### src/rtl/maxnet_engine.sv
// Sequential 4-neuron Maxnet winner-take-all engine. Walks an external 2-bit
// counter through load, sum and update phases until at most one neuron survives.
module maxnet_engine #(
  parameter int DATA_W    = 8,
  parameter int EPS_SHIFT = 2,
  parameter int MAX_ITER  = 8,
  parameter int ITER_W    = 4
) (
  input  logic              clk,
  input  logic              rst,
  input  logic              start,
  input  logic              in_valid,
  input  logic [DATA_W-1:0] in_data,
  output logic              in_ready,
  input  logic [1:0]        cnt_val,
  input  logic              cnt_co,
  output logic              cnt_init,
  output logic              cnt_en,
  output logic              busy,
  output logic              done,
  output logic [1:0]        winner,
  output logic [DATA_W-1:0] winner_val,
  output logic              no_winner,
  output logic              timeout,
  output logic [ITER_W-1:0] iter_count
);

  localparam int SUM_W = DATA_W + 2;

  typedef enum logic [2:0] {IDLE, LOAD, SUM, UPDATE, CHECK, DONE} state_t;

  state_t            state, state_nx;
  logic [DATA_W-1:0] a [4];
  logic [DATA_W-1:0] n [4];
  logic [SUM_W-1:0]  sum;
  logic [SUM_W-1:0]  inhib;
  logic [DATA_W-1:0] a_sel;
  logic [DATA_W-1:0] n_cur;
  logic [2:0]        nz;
  logic [1:0]        low_idx;
  logic              found;
  logic              iter_max;

  assign a_sel    = a[cnt_val];
  assign inhib    = (sum - SUM_W'(a_sel)) >> EPS_SHIFT;
  // inhib < a_sel whenever the subtraction is taken, so the truncation is exact
  assign n_cur    = (SUM_W'(a_sel) > inhib) ? a_sel - inhib[DATA_W-1:0] : '0;
  assign iter_max = (iter_count == ITER_W'(MAX_ITER));

  always_comb begin
    nz      = '0;
    low_idx = '0;
    found   = 1'b0;
    for (int unsigned i = 0; i < 4; i++) begin
      if (a[i] != '0) begin
        nz = nz + 3'd1;
        if (!found) begin
          low_idx = 2'(i);
          found   = 1'b1;
        end
      end
    end
  end

  always_comb begin
    state_nx = state;
    case (state)
      IDLE:    if (start) state_nx = LOAD;
      LOAD:    if (in_valid && cnt_co) state_nx = CHECK;
      SUM:     if (cnt_co) state_nx = UPDATE;
      UPDATE:  if (cnt_co) state_nx = CHECK;
      CHECK:   state_nx = (nz <= 3'd1 || iter_max) ? DONE : SUM;
      DONE:    state_nx = IDLE;
      default: state_nx = IDLE;
    endcase
  end

  // Reset also clears the counter so an aborted run leaves it at 0
  assign cnt_init = !rst || (state == IDLE);
  assign cnt_en   = rst && ((state == LOAD && in_valid) || state == SUM || state == UPDATE);
  assign in_ready = (state == LOAD);
  assign busy     = (state != IDLE);
  assign done     = (state == DONE);

  always_ff @(posedge clk) begin
    if (!rst) begin
      state      <= IDLE;
      sum        <= '0;
      iter_count <= '0;
      winner     <= '0;
      winner_val <= '0;
      no_winner  <= 1'b0;
      timeout    <= 1'b0;
      for (int unsigned i = 0; i < 4; i++) begin
        a[i] <= '0;
        n[i] <= '0;
      end
    end else begin
      state <= state_nx;
      case (state)
        IDLE: begin
          if (start) begin
            iter_count <= '0;
            no_winner  <= 1'b0;
            timeout    <= 1'b0;
          end
        end
        LOAD: begin
          if (in_valid) a[cnt_val] <= in_data;
        end
        SUM: begin
          sum <= sum + SUM_W'(a_sel);
        end
        UPDATE: begin
          n[cnt_val] <= n_cur;
          // Last neuron's result is not in the shadow buffer yet; take it directly
          if (cnt_co) begin
            for (int unsigned j = 0; j < 4; j++)
              a[j] <= (2'(j) == cnt_val) ? n_cur : n[j];
            iter_count <= iter_count + 1'b1;
          end
        end
        CHECK: begin
          sum <= '0;
          if (nz == 3'd0) begin
            no_winner  <= 1'b1;
            winner     <= '0;
            winner_val <= '0;
          end else if (nz == 3'd1) begin
            winner     <= low_idx;
            winner_val <= a[low_idx];
          end else if (iter_max) begin
            timeout    <= 1'b1;
            winner     <= low_idx;
            winner_val <= a[low_idx];
          end
        end
        default: ;
      endcase
    end
  end

endmodule

### config.mk
export PLATFORM = sky130hd
export DESIGN_NAME = maxnet_engine
export DESIGN_NICKNAME = d
export VERILOG_FILES = /design/src/rtl/maxnet_engine.sv
export SDC_FILE = /design/constraint.sdc
export NUM_CORES = 1
export LEC_CHECK = 0
export BUFFER_PORTS_ARGS = -buffer_cell sky130_fd_sc_hd__buf_2
export CORE_UTILIZATION = 62
export DETAILED_ROUTE_END_ITERATION = 7
export PLACE_DENSITY_LB_ADDON = 0.12
export SETUP_SLACK_MARGIN = 0.2
export SLEW_MARGIN = 10
export SYNTH_ARGS = -nofsm -noshare
export SYNTH_HDL_FRONTEND = slang
export SYNTH_SLANG_ARGS = --single-unit
### constraint.sdc
create_clock -name clk -period 5.99 [get_ports clk]
set_clock_uncertainty 0.15 [all_clocks]
set_input_delay 0.2995 -clock clk [delete_from_list [all_inputs] [get_ports clk]]
set_output_delay 0.2995 -clock clk [all_outputs]
set_load 0.01 [all_outputs]
==> results by stage, run 1 <==
Routing:
- The detail-routed net length per standard cell is 19.1 um.
- The routed wire length is 15000 um.
- Once detail routing completed, the nets flagged for antenna violations numbered 0.
- The number of violations reported at the end of detailed-routing iteration 0 is 396.
- The remaining design rule violation count is 0.
- The first-pass iteration count of the detailed router is 5.
- Using the TritonRoute via totals, the vias-per-cell ratio works out to 6.41.
- The total number of vias is 5010.

Timing:
- The maximum frequency from static timing analysis is 204 MHz.
- At the pin with the least slew margin, the transition time is 887 ps.
- Setup repair after global routing left no endpoint under its margin.
- Adding up every negative setup slack in the final design gives 0 ps.
- The final critical-path setup slack is 1080 ps.
- Setup violations remaining at the end of the flow were counted as 0.
- Across all hold checks on the routed design, the worst slack comes to 185 ps.
- The number of slew-limit violations in the final report was 0.
- The minimum clock period after layout is 4910 ps.
- Of the available clock period, the critical path in the final layout requires 0.820.
- The final number of hold-violating endpoints was 0.
- The worst-case headroom to the max-slew limit is 0.408.

Clock network:
- In this run, post-CTS repair resized a total of 0 instances.
- The maximum buffer depth of the clock tree is 2.
- The clock input transition at the sequential cells of the worst setup and hold paths is 100 ps.
- The buffer type at the clock tree root is clkbuf_8.
- The clock drives 93 sinks.
- TritonCTS built the clock tree.
- Buffers inserted during clock tree synthesis total 9.
- The clock tree synthesis step divided the H-tree into 3 levels.
- In this run, post-CTS hold repair placed 0 buffers.
- Buffers added to address setup during post-CTS repair amount to 0.
- The latest clock arrival within the worst-skew pair is 370 ps.

Layout:
- The final layout net count is 695.
- The fraction of final layout cells with drive strength greater than 1 is 0.123.
- The utilization after layout is 0.688.
- After filler insertion, the fill cell instance count of the layout stands at 724.
- The repair_antennas step left the layout with diodes totalling 0.
- Relative to the synthesized area, the layout overhead comes to 7.88%.

Logic synthesis:
- The average instance area after synthesis is 9.42 um2.
- The distinct cell type count of the synthesized netlist is 61.
- The most used flip-flop cell after synthesis is edfxtp_1.
- The sequential fraction of the synthesis area is 0.425.
- The flop and latch count out of synthesis is 93.
- For this run, the number of Yosys warnings is 0.
- The number of instances in the synthesized netlist is 625.
- The post-synthesis cell area is 5890 um2.
- The post-synthesis net count is 673.
- Of all flip-flops after synthesis, the portion carrying an async set or reset was 0.
- Counting flops with a built-in enable in the synthesized netlist gives 64.

Job:
- The max-capacitance violation count is 0.

Run status:
- The run finished with clean final reports.

Place:
- The placement-stage worst setup slack is 922 ps.
- The weighted congestion reported at the end of routability-driven placement is 1.01.
- Input and output buffers added on the ports amount to 35.
- The HPWL after detailed placement is 11700 um.

Setup path:
- The critical path is of the reg -> reg type.
- At the worst endpoint, the arrival time is 4970 ps.
- Of all nets on the critical path, the largest fanout is 7.
- The element type at the critical path start is a register.
- The reg-to-reg setup timing slack is 1080 ps.
- At the worst endpoint, the required time is 6050 ps.
- Counting cells, the worst reg-to-reg path comes to 15.
- The worst setup path is captured at a register.

Global route:
- The pin count of the biggest net entering global routing is 32.
- The global-route usage over all layers is 0.313.
- The overflow left after global routing is 0.
- The via count of the first global-routing pass is 4657.
- The first global-routing pass estimated 23800 um of wire.
- The number of antenna violations at the first check in global routing is 0.

Hold path:
- The worst hold path passes through 3 cells.
- The tightest min-delay check is of the in -> reg type.

Power:
- The analysis attributes to cell leakage a power of 2.41 nW.
- The power density of the placed cells is 250 nW/um2.
- IR analysis of the VDD net gives a maximum drop of 0.147 mV.

Floorplanning:
- The core area is 9240 um2.
- The die boundary width is 99.5 um.
- The floorplan step defined a die boundary enclosing 9890 um2.
- The number of top-level pins is 36.
- The number of placement rows is 35.
- In this run the vertical extent of the chip is 99.5 um.
- The effective utilization at floorplan is 0.637.
==> layer usage <==
layer,global-route usage,vias up,wire [um],part of all wire
met4,0.137,0,471,0.031
li1,-,2361,-,-
met3,0.0527,35,858,0.057
met1,0.417,2416,6660,0.45
met2,0.507,198,6970,0.47
met5,0,-,0,0
==> layout by cell type (no fill, tap or decap), types with 7 or more instances in the layout <==
cell type	synthesis	routed
a21oi_1	37	37
a31oi_1	19	19
a32o_1	8	8
buf_2	2	35
buf_4	0	9
clkbuf_8	0	9
dfxtp_1	29	29
edfxtp_1	64	64
ha_1	31	31
inv_1	34	34
mux2i_1	11	11
mux4_2	8	8
nand2_1	50	50
nand2b_1	13	13
nand3_1	25	25
nor2_1	66	66
nor2b_1	11	11
nor3_1	10	10
nor4_1	9	9
o21a_1	7	7
o21ai_0	46	46
o221ai_1	8	8
==> cell type report <==
cell class / instances / area (um2) / share of cell area
Multi-Input combinational cell: 465 / 3130 / 0.493
Tap cell: 129 / 161 / 0.0254
Inverter: 34 / 128 / 0.0201
Sequential cell: 93 / 2500 / 0.394
Clock inverter: 7 / 62.6 / 0.00985
Clock buffer: 9 / 124 / 0.0195
Timing Repair Buffer: 44 / 243 / 0.0382
==> critical path, cell delays in order, from the launching register on <==
cell and delay, ps:
edfxtp_1 520, mux4_2 550, inv_1 130, ha_1 240
nor2b_1 160, o21a_1 200, o21a_1 180, o21ai_0 210
a21oi_1 120, xnor2_1 140, ha_1 370, and4_1 210
o21ai_0 200, a211oi_1 730, o21ai_0 380, a31oi_1 280
==> report_power, final <==
group | internal (W) | switching [W]
registers | 0.000718 | 0.0000388
clock network | 0.000160 | 0.000250
logic | 0.000163 | 0.000258
total | 0.00104 | 0.000547
==> stage by stage <==
stage	area [um2]	total power, W	std cells
final	6350	0.00159	781
after detailed placement	6170	0.00118	765
after floorplan	5890	0.00107	625
after global placement	6170	0.00117	765
after CTS	6350	0.00158	781
after global routing	6350	0.00166	781
==> state kept, by name, indices dropped and copies added (netlist names) <==
name        flops
a              32
iter_count      4
n              32
no_winner       1
state           3
sum            10
timeout         1
winner          2
winner_val      8
==> logic make-up after synthesis <==
family / share of synthesized area
simple gates: 0.194
fa+ha+maj: 0.0727
mux: 0.0512
flops: 0.425
compound gates: 0.196
xor+xnor: 0.0178
buf+inv: 0.0431
==> path summary, 6_finish.rpt <==
kind,start,end
setup / recovery,a[2][1],a[0][7]
hold / removal,cnt_co,state[1]
setup reg to reg,a[2][1],a[0][7]
hold reg to reg,winner[0],winner[0]
==> Yosys cell counts (3+ instances only) <==
library cell | number | area share
nor2_1 | 66 | 0.042
edfxtp_1 | 64 | 0.33
nand2_1 | 50 | 0.032
o21ai_0 | 46 | 0.039
a21oi_1 | 37 | 0.031
inv_1 | 34 | 0.022
ha_1 | 31 | 0.066
clkbuf_1 | 30 | 0.019
dfxtp_1 | 29 | 0.099
nand3_1 | 25 | 0.021
a31oi_1 | 19 | 0.020
nand2b_1 | 13 | 0.014
mux2i_1 | 11 | 0.019
nor2b_1 | 11 | 0.012
nor3_1 | 10 | 0.0085
nor4_1 | 9 | 0.0096
a32o_1 | 8 | 0.014
mux4_2 | 8 | 0.031
o221ai_1 | 8 | 0.012
o21a_1 | 7 | 0.0089
a21o_1 | 6 | 0.0076
and2_1 | 6 | 0.0064
o2bb2ai_1 | 6 | 0.0089
or4_1 | 6 | 0.0076
xnor2_1 | 6 | 0.0089
xor2_1 | 6 | 0.0089
a22oi_1 | 5 | 0.0064
nand3b_1 | 5 | 0.0064
or2_2 | 5 | 0.0053
a211oi_1 | 4 | 0.0051
o211ai_1 | 4 | 0.0051
or3_1 | 4 | 0.0042
a221oi_1 | 3 | 0.0045
and3_1 | 3 | 0.0032
nand4_1 | 3 | 0.0032
o21bai_1 | 3 | 0.0038
(Power assumes the default switching activity.)
==> run 2: changes to the inputs <==
--- a/config.mk
+++ b/config.mk
@@ -5,8 +5,9 @@
 export SDC_FILE = /design/constraint.sdc
 export NUM_CORES = 1
 export LEC_CHECK = 0
+export ABC_AREA = 1
 export BUFFER_PORTS_ARGS = -buffer_cell sky130_fd_sc_hd__buf_2
-export CORE_UTILIZATION = 62
+export CORE_UTILIZATION = 56
 export DETAILED_ROUTE_END_ITERATION = 7
 export PLACE_DENSITY_LB_ADDON = 0.12
 export SETUP_SLACK_MARGIN = 0.2
==> constraint.sdc (replaced) <==
create_clock -name clk -period 4.25 [get_ports clk]
set_clock_uncertainty 0.15 [all_clocks]
set_input_delay 0.2125 -clock clk [delete_from_list [all_inputs] [get_ports clk]]
set_output_delay 0.2125 -clock clk [all_outputs]
set_load 0.01 [all_outputs]
==> run 2 against run 1 <==
Count of clock-buffer cells in the layout increased by 1. Flip-flop and latch count did not move. First-iteration DRC count up 96%. Register-to-register slack got worse by 800 ps. Worst hold slack got worse by 150 ps. Combinational power up 52%. Sequential power rose by 39%. Via count grew 13%. Design area up 9.8%. Non-clock buffer count up 32. Highest routed layer unchanged. Largest power group unchanged. Global-route usage shrank 0.94 points. Area after synthesis rose by 3.1%.
==> results by stage, run 2 <==
Logic synthesis:
- The number of instances in the synthesized netlist is 786.
- When the netlist entered floorplanning its net count stood at 834.
- Of the total synthesized cell area, the portion taken by XOR and XNOR cells is 0.0130.
- Of the total synthesized cell area, the portion taken by full adders, half adders and majority gates is 0.0704.
- Counting distinct cell types in the post-synthesis netlist gives 45.
- By area the synthesized netlist is led by edfxtp_1 (32%), dfxtp_1 (9.6%), nand2_1 (8.6%).
- Summed over all instances, the cell type with the most area after synthesis is edfxtp_1.
- Yosys instantiated no cell more often than nand2_1.
- The number of enable flip-flop cells after synthesis is 64.
- After synthesis, the largest family of logic cells by area is simple AND/OR/NAND/NOR gates.
- The flip-flop cell with the highest count after synthesis is edfxtp_1.
- In this run the cell area of the synthesized design comes to 6070 um2.
- The share of synthesized flip-flops with an asynchronous set or reset is 0.
- Of the post-synthesis cell area, the part taken by muxes is 0.
- The area fraction in compound gates after synthesis is 0.161.
- Of the post-synthesis cell area, the dominant cell type holds 0.316.
- The commonest cells after synthesis are nand2_1 (139), inv_1 (109), nor2_1 (91).
- The sequential fraction of the synthesis area is 0.412.
- Of the total synthesized cell area, the portion taken by AND, OR, NAND and NOR gates is 0.251.
- During synthesis, Yosys emitted a total of 0 warnings.
- The average instance area after synthesis is 7.73 um2.
- The flop and latch count out of synthesis is 93.

Hold path:
- In this run the worst hold path is classified as in -> reg.
- The depth of the worst hold-timing path is 3.
- The endpoint of the worst hold path is a[0][2].
- In this run the most critical hold path is launched from in_data[2].

Timing:
- Setup repair after global routing could not meet its margin everywhere.
- The worst slack on hold paths is 33.0 ps.
- For the finished layout, the period the worst path requires is 3970 ps.
- The final-layout setup total negative slack is 0 ps.
- Setup violations remaining at the end of the flow were counted as 0.
- At the pin with the least slew margin, the transition time is 1110 ps.
- The final number of hold-violating endpoints is 0.
- Measured against its own limit, the worst slew margin works out to 0.251.
- The maximum frequency from static timing analysis is 252 MHz.
- The number of slew-limit violations in the final report is 0.
- Dividing the final minimum period by the clock period gives 0.935.

Floorplanning:
- The floorplan step defined a die boundary enclosing 11300 um2.
- The die is 106 um wide.
- 36 I/O pins were placed.
- The core area is 10400 um2.
- In this run the core area contains 37 standard-cell rows.
- The chip height is 106 um.
- The effective utilization at floorplan is 0.583.

Layout:
- The layout-stage area growth over the synthesis result is 14.8%.
- In the final design database the tool counted 899 nets.
- The count of placed standard cells in the final layout, fillers left out is 992.
- The most frequent standard cell in the layout excluding fill and tap cells is nand2_1.
- In the layout the commonest cells are nand2_1 (131), inv_1 (99), nor2_1 (88).
- Counting the fill cells in the layout gives 920.
- The number of antenna cells inserted is 0.
- In the final layout, the share of cells above drive strength 1 is 0.209.
- In the final layout, the registers with the most flip-flops are a (32), n (32), sum (10).

Setup path:
- The worst setup path is launched from a register.
- The data arrival time at the worst-slack endpoint is 4010 ps.
- In this run the worst path has a maximum fanout of 5.
- The worst reg-to-reg path cell count is 24.
- The reg-to-reg setup timing slack is 280 ps.
- The endpoint class of the critical path is a register.
- The critical path goes through inv_2 -> o22ai_2 -> a21oi_2 -> o21a_1 -> inv_2 -> ha_4 -> inv_4 -> a21oi_4 -> nor2_2 -> nor2_2 -> o21ai_2 -> nand2_1 -> nand2_1 -> a21oi_2 -> xor2_1 -> ha_1 -> inv_2 -> o21bai_1 -> a21oi_1 -> o21ai_2 -> nand2_1 -> a21oi_1 -> o21ai_0 -> o21ai_0.
- The critical setup path kind is reg -> reg.
- The startpoint of the worst-slack reg-to-reg timing path is a[1][0].
- The endpoint identified for the worst register-to-register timing path is a[0][0].
- For this design, the slowest cell found on the critical path is edfxtp_1.
- The critical path contains buffers and inverters numbering 4 combined.
- The peak per-stage delay on the critical path is 430 ps.
- The endpoint required time on the critical path is 4280 ps.
- Broken down by cell family, the worst path's largest delay share belongs to compound AO/OA/AOI/OAI gates.

Global route:
- The number of antenna violations at the first check in global routing came to 0.
- The total overflow left after global routing is 0.
- The first global-routing pass estimated 26300 um of wire.
- Entering global routing, the biggest net connects 27 pins.
- For this run, the total global-route usage over all layers was measured as 0.304.
- The via count of the first global-routing pass was 5197.

Place:
- The number of buffers inserted by port buffering is 35.
- At the end of routability-driven placement, the weighted congestion stood at 0.981.
- Once detailed placement completed, the half-perimeter wirelength came to 13000 um.
- Including well taps, the total number of placed cells is 968.

Routing:
- The pre-antenna-repair detailed-routing pass consisted of 6 iterations.
- The post-route antenna net violation count is 0.
- Using the TritonRoute via totals, the vias-per-cell ratio works out to 5.71.
- The total number of vias is 5667.
- The number of violations reported at the end of detailed-routing iteration 0 is 777.
- The remaining design rule violation count is 0.
- Summed over all layers, the routed wires come to 16800 um.
- The detail-routed net length per standard cell is 16.9 um.

Clock network:
- TritonCTS created 9 clock buffers.
- The latest clock arrival within the worst-skew pair is 370 ps.
- Clock tree synthesis selected as its root buffer the cell clkbuf_8.
- Clock-pin slew was measured on the worst setup and hold paths at 100 ps.
- The H-tree depth reported by CTS is 3.
- The clock passes through at most 2 buffers.
- TritonCTS built the clock tree.
- The clock net in this run drives a total of 93 sinks.

Job:
- The max-capacitance violation count is 0.

Run status:
- The flow ran to the end, and the final reports show no timing, DRC or antenna violations.

Power:
- Summed over all cells, the static leakage comes to 3.16 nW.
- The power density of the placed cells is 321 nW/um2.
- The worst supply voltage drop on vdd is 0.230 mV.
- The design draws 0.00224 W.
[run 2: layer usage]
layer,track usage,wire (um)
met5,0,0
met4,0.112,436
met3,0.0441,960
met2,0.487,7840
met1,0.418,7570
[run 2: cells by family after synthesis]
group	Yosys count
AO/OA/AOI/OAI	169
adder cells (fa/ha/maj)	33
flip-flops	93
AND/OR/NAND/NOR	340
buffers and inverters	142
XOR/XNOR	9
[run 2: area by class of cell]
type                    count  area [um2]  share of cell area
clock buffers              10         128              0.0183
well taps                 136         170              0.0244
multi-input cells         551        3190               0.457
clock inverters             6        46.3             0.00664
flip-flops and latches     93        2500               0.359
repair buffers             76         483              0.0692
inverters                 120         458              0.0657
[run 2: timing repair]
action | 4_1_cts | 5_1_grt
hold buffers | 0 | 0
gates cloned | 0 | 0
resized for setup | 2 | 51
hold endpoints to repair | 0 | 0
endpoints found under the setup margin | 18 | 61
buffers inserted | 0 | 8
pin swaps | 0 | 25
[run 2: worst reg2reg max path: cells and delay by family (launching register included)]
family,cells,cell delay (ps)
buffers and inverters,4,290
adders and majority gates,2,520
DFF,1,430
and+or+nand+nor,5,600
xor gates and xnor gates,1,160
AOI/OAI and AO/OA,12,1630
[run 2: how the worst max path moves through the flow]
stage          slack [ps]       start       to  cells past startpoint
2_1_floorplan         530  cnt_val[1]  a[2][2]                     24
3_3_place_gp           80  cnt_val[1]  a[1][2]                     24
3_5_place_dp          -20  cnt_val[1]  a[1][2]                     24
4_1_cts               190     a[1][0]  n[1][5]                     25
5_1_grt                80     a[1][0]  a[2][2]                     25
6_report              280     a[1][0]  a[0][0]                     24
[run 2: power by group]
part / switching (W) / internal (W)
logic: 0.000416 / 0.000227
registers: 0.0000363 / 0.00101
clock network: 0.000332 / 0.000219
total: 0.000784 / 0.00146
[run 2: through the flow]
| step | instance area [um2] | setup slack, ps | utilization |
|---|---|---|---|
| floorplan | 6070 | 527 | - |
| global placement | 6560 | 83.1 | 0.629 |
| detailed placement | 6560 | -16.3 | 0.629 |
| CTS | 6730 | 192 | 0.646 |
| global route | 6980 | 81.4 | 0.670 |
| finish | 6980 | 277 | 0.670 |
